==> config.mk <==
export PLATFORM = sky130hd
export DESIGN_NAME = dma_req_agent
export DESIGN_NICKNAME = d
export VERILOG_FILES = /design/src/rtl/dma_req_agent.sv
export SDC_FILE = /design/constraint.sdc
export NUM_CORES = 1
export LEC_CHECK = 0
export ABC_AREA = 0
export BUFFER_PORTS_ARGS = -buffer_cell sky130_fd_sc_hd__buf_4
export CAP_MARGIN = 0
export CORE_MARGIN = 2
export CORE_UTILIZATION = 54
export CTS_CLUSTER_SIZE = 30
export DETAILED_ROUTE_END_ITERATION = 8
export HOLD_SLACK_MARGIN = 0.02
export PLACE_DENSITY = 0.81
export SLEW_MARGIN = 20
export SYNTH_ARGS = -nofsm -noshare
export SYNTH_HDL_FRONTEND = slang
export SYNTH_SLANG_ARGS = --single-unit
==> constraint.sdc <==
create_clock -name clk -period 2.25 [get_ports clk]
set_input_delay 0.225 -clock clk [delete_from_list [all_inputs] [get_ports clk]]
set_output_delay 0.225 -clock clk [all_outputs]
set_load 0.01 [all_outputs]
==> src/rtl/dma_req_agent.sv <==
// dma_req_agent: peripheral-side DMA request/grant/strobe responder.
// Counts words, acks strobes, reports done/err; wrong key enters a decoy.
module dma_req_agent #(
  parameter int CNT_W   = 8,
  parameter int TIMEOUT = 16
) (
  input  logic             clk,
  input  logic             rst,
  input  logic             start,
  input  logic [CNT_W-1:0] len,
  input  logic             dack,
  input  logic             strobe,
  input  logic             abort,
  input  logic             keyinput0,
  output logic             dreq,
  output logic             busy,
  output logic             rdy,
  output logic             done,
  output logic             err,
  output logic [CNT_W-1:0] remaining,
  output logic [CNT_W-1:0] xfer_cnt
);

  localparam int TW = $clog2(TIMEOUT + 1);
  localparam logic [TW-1:0] TLAST = TW'(TIMEOUT - 1);

  typedef enum logic [2:0] {
    IDLE, REQ, XFER, WAIT_REL, DONE, ERR, DECOY
  } state_t;

  state_t           state, state_n;
  logic [CNT_W-1:0] rem_q, rem_n;
  logic [CNT_W-1:0] cnt_q, cnt_n;
  logic [TW-1:0]    tcnt_q, tcnt_n;
  logic             rdy_q, rdy_n;
  logic             hit_q, hit_n;
  logic             live;

  always_ff @(posedge clk or posedge rst) begin
    if (rst) begin
      state  <= IDLE;
      rem_q  <= '0;
      cnt_q  <= '0;
      tcnt_q <= '0;
      rdy_q  <= 1'b0;
      hit_q  <= 1'b0;
    end else begin
      state  <= state_n;
      rem_q  <= rem_n;
      cnt_q  <= cnt_n;
      tcnt_q <= tcnt_n;
      rdy_q  <= rdy_n;
      hit_q  <= hit_n;
    end
  end

  // abort only acts while an operation is actually in flight
  assign live = (state == REQ) || (state == XFER) ||
                (state == WAIT_REL) || (state == DECOY);

  always_comb begin
    state_n = state;
    rem_n   = rem_q;
    cnt_n   = cnt_q;
    tcnt_n  = tcnt_q;
    rdy_n   = 1'b0;
    hit_n   = hit_q;
    unique case (state)
      IDLE: begin
        if (start) begin
          rem_n   = len;
          cnt_n   = '0;
          tcnt_n  = '0;
          hit_n   = 1'b0;
          state_n = (len == '0) ? DONE : REQ;
        end
      end
      REQ: begin
        if (dack) begin
          state_n = keyinput0 ? XFER : DECOY;
        end else if (tcnt_q == TLAST) begin
          state_n = ERR;
        end else begin
          tcnt_n = tcnt_q + 1'b1;
        end
      end
      XFER: begin
        if (!dack) begin
          state_n = REQ;
          tcnt_n  = '0;
        end else if (strobe && rem_q != '0) begin
          rem_n = rem_q - 1'b1;
          cnt_n = cnt_q + 1'b1;
          rdy_n = 1'b1;
          if (rem_q == CNT_W'(1)) state_n = WAIT_REL;
        end
      end
      WAIT_REL: begin
        if (!dack) state_n = DONE;
      end
      DONE:     state_n = IDLE;
      ERR:      state_n = IDLE;
      DECOY: begin
        if (dack && strobe && !hit_q) begin
          cnt_n = cnt_q + 1'b1;
          rdy_n = 1'b1;
          hit_n = 1'b1;
        end
      end
      default:  state_n = IDLE;
    endcase
    if (abort && live) begin
      state_n = ERR;
      rem_n   = rem_q;
      cnt_n   = cnt_q;
      tcnt_n  = tcnt_q;
      rdy_n   = 1'b0;
      hit_n   = hit_q;
    end
  end

  assign dreq      = (state == REQ) || (state == XFER) ||
                     (state == DECOY);
  assign busy      = (state != IDLE);
  assign done      = (state == DONE);
  assign err       = (state == ERR);
  assign rdy       = rdy_q;
  assign remaining = rem_q;
  assign xfer_cnt  = cnt_q;

endmodule

==> results.toml <==
[run_status]
status = "finished clean"

[setup_path]
setup.worst_path.end_class = "flop"
startpoint_type = "flop"
slowest_delay_ps = 450
crit_chain = "ha_1, and3_1, ha_1, or3_1, nand2_1, a221oi_1, o21ai_2, mux2_4"
criticalPathCategory = "flop to flop"
critPathArrivalTime_ps = 2350
cp_common_cell = "ha_1"
path_max_fanout = 5
cp.required_ps = 2490
cpMaxStageDelayCell = "dfrtp_1"

[grt]
overflow = 0
grt_pass1_wl_mm = 7.293
antenna_found_initial = 0
grt_max_degree = 27
grt_pass1_vias = 1580
track_usage_pct = 26.73

[die]
dieArea_mm2 = 0.003596
fp.dieH_um = 59.97
rows = 20
start_util_pct = 55.87
io_pins = 36
core_region_area_mm2 = 0.003028
die_width_um = 59.97

[synthesis]
synth-edff-count = 0
synth_nets = 214
async_flop_share_pct = 100.0
syn_avg_cell_area_um2 = 8.765
ys_seq_area_share_pct = 38.46
ys_seq_elements = 26
synthCells = 193
ys_warn_count = 0
synth_area_mm2 = 0.001692
ys_types = 48
synth_ff_type = "dfrtp_1"

[timing]
finalSetupTns_ps = 0
finalClockSkew_ps = 1.045
layout_setup_ws_ps = 142.7
min_period_ps = 2107
rsz0062_at_grt = "false"
min_period_over_period_pct = 93.66
tightestPinTransition_ps = 538.4
hold_violations = 0
max_freq_mhz = 474.5
slew_headroom_pct = 63.77
setup_viol = 0
maxSlewViolCount = 0

[job]
drv_cap = 0

[drt]
routed_wl_mm = 4.190
post_drt_via_cell_ratio = 6.022
dr_total_vias = 1662
wl_per_cell_um = 15.18
remaining_drc_errors = 0
drt-initial-drc-count = 132
detail-route-antenna-nets = 0
dr.pass1.iters = 4

[clock_network]
htreeDepth = 1
cts_buffer_depth = 2
clockRootBuffer = "clkbuf_4"
cts.sinks = 26
clk_pin_slew_ps = 150
numCtsBuffers = 3
clock_latency_ps = 330
cts_resized = 0
cts_tree = "done"

[power_and_ir_drop]
leakagePower_nw = 0.9514
pwr_density_cell_mw_per_mm2 = 1059
power_w = 0.002200
peakVddDrop_mv = 0.6172

[placement]
io_buffers = 35
place_ws_ps = 171.5
hpwlAfterDp_mm = 3.155
place_congestion = 0.8824
placed_cell_area_mm2 = 0.002014

[hold_path]
hold_class = "input pin to flop"

[final_layout]
final_cell_mix = "buf_4 (41), nand2_1 (26), dfrtp_1 (26)"
layout_commonest_cell = "buf_4"
drive_gt1_share_pct = 23.28
fin_nets = 254
area.growth.synth_to_final_pct = 22.78
num_antenna_cells = 0
postLayoutCellArea_mm2 = 0.002077
fin_util_pct = 68.60
registers in the layout, indices dropped and copies added, names as in the netlist:
| name | count |
|---|---|
| remaining | 8 |
| xfer_cnt | 8 |
| tcnt_q | 5 |
| state | 3 |
| hit_q | 1 |
| rdy | 1 |
stage by stage:
stage	instances	hold slack (ps)
4_1_cts	276	180.2
3_3_place_gp	271	305.1
5_1_grt	276	147.2
6_report	276	171.8
3_5_place_dp	271	307.6
2_1_floorplan	193	265.0
timing repair:
| action | CTS | global route |
|---|---|---|
| setup buffers | 0 | 0 |
| endpoints found under the hold margin | 26 | 0 |
| hold buffers | 1 | 0 |
area by class of cell:
cell class	count	area, um^2
multi-input combinational	151	967.2
fill	236	950.9
sequential	26	650.6
timing repair buffer	42	317.8
tap	44	55.05
inverter	9	33.78
clock inverter	1	30.03
clock buffer	3	22.52
worst max-delay path: cells and delay by family, from the launching register on:
| kind | cells | cell delay, ps |
|---|---|---|
| multiplexers | 1 | 320 |
| AO/OA/AOI/OAI | 2 | 200 |
| flip-flops | 1 | 450 |
| adder cells (fa/ha/maj) | 2 | 440 |
| AND/OR/NAND/NOR | 3 | 590 |
synth_stat cells, types with 2 or more instances:
master	instances	area, um^2
a21oi_1	8	40.04
a22o_1	4	35.03
a31oi_1	2	12.51
and3_1	3	18.77
buf_2	2	10.01
buf_4	3	22.52
clkbuf_1	2	7.510
dfrtp_1	26	650.6
ha_1	6	75.07
inv_1	8	30.03
nand2_1	26	97.59
nand2b_1	6	37.54
nand3_1	8	40.04
nand4_1	2	12.51
nor2_1	11	41.29
nor2b_1	2	12.51
nor3_1	4	20.02
nor3_4	2	32.53
nor4_1	4	25.02
o211ai_1	2	15.01
o21ai_0	19	95.09
o21ai_1	3	15.01
o22ai_1	2	12.51
o31ai_1	12	90.09
o41ai_1	2	17.52
or3_1	2	12.51
power breakdown:
part | switching (W) | internal (W) | total, W | leakage [nW]
logic | 0.000593 | 0.000490 | 0.00108 | 0.584
registers | 0.000200 | 0.000587 | 0.000787 | 0.340
clock network | 0.000150 | 0.000180 | 0.000330 | 0.0279
total | 0.000942 | 0.00126 | 0.00220 | 0.951
path summary, 6_finish.rpt:
kind | startpoint | endpoint | slack [ps] | depth (start not counted)
max | tcnt_q[0] | state[2] | 140 | 8
min | len[0] | remaining[0] | 170 | 3
min reg2reg | tcnt_q[3] | tcnt_q[3] | 500 | 1
max reg2reg | tcnt_q[0] | state[2] | 140 | 8
min in group asynchronous | rst | remaining[1] | 480 | 4
max in group asynchronous | rst | tcnt_q[1] | 1520 | 4
kinds of logic (layout without fill, tap and decap cells):
logic type	count (synthesis)	in the layout	share of synthesized area, %
AOI/OAI and AO/OA	67	67	27.07
and+or+nand+nor	75	75	23.52
adders and majority gates	6	6	4.438
muxes	3	3	2.145
buffers and inverters	16	55	4.364
DFF	26	26	38.46
layer usage:
layer | up-vias | GRT usage [%] | part of all wire, %
li1 | 802 | - | -
met1 | 793 | 36.86 | 44
met2 | 61 | 43.01 | 49
met3 | 6 | 4.329 | 6.1
met4 | 0 | 8.254 | 1.0
met5 | - | 0 | 0
(Power assumes the default switching activity.)
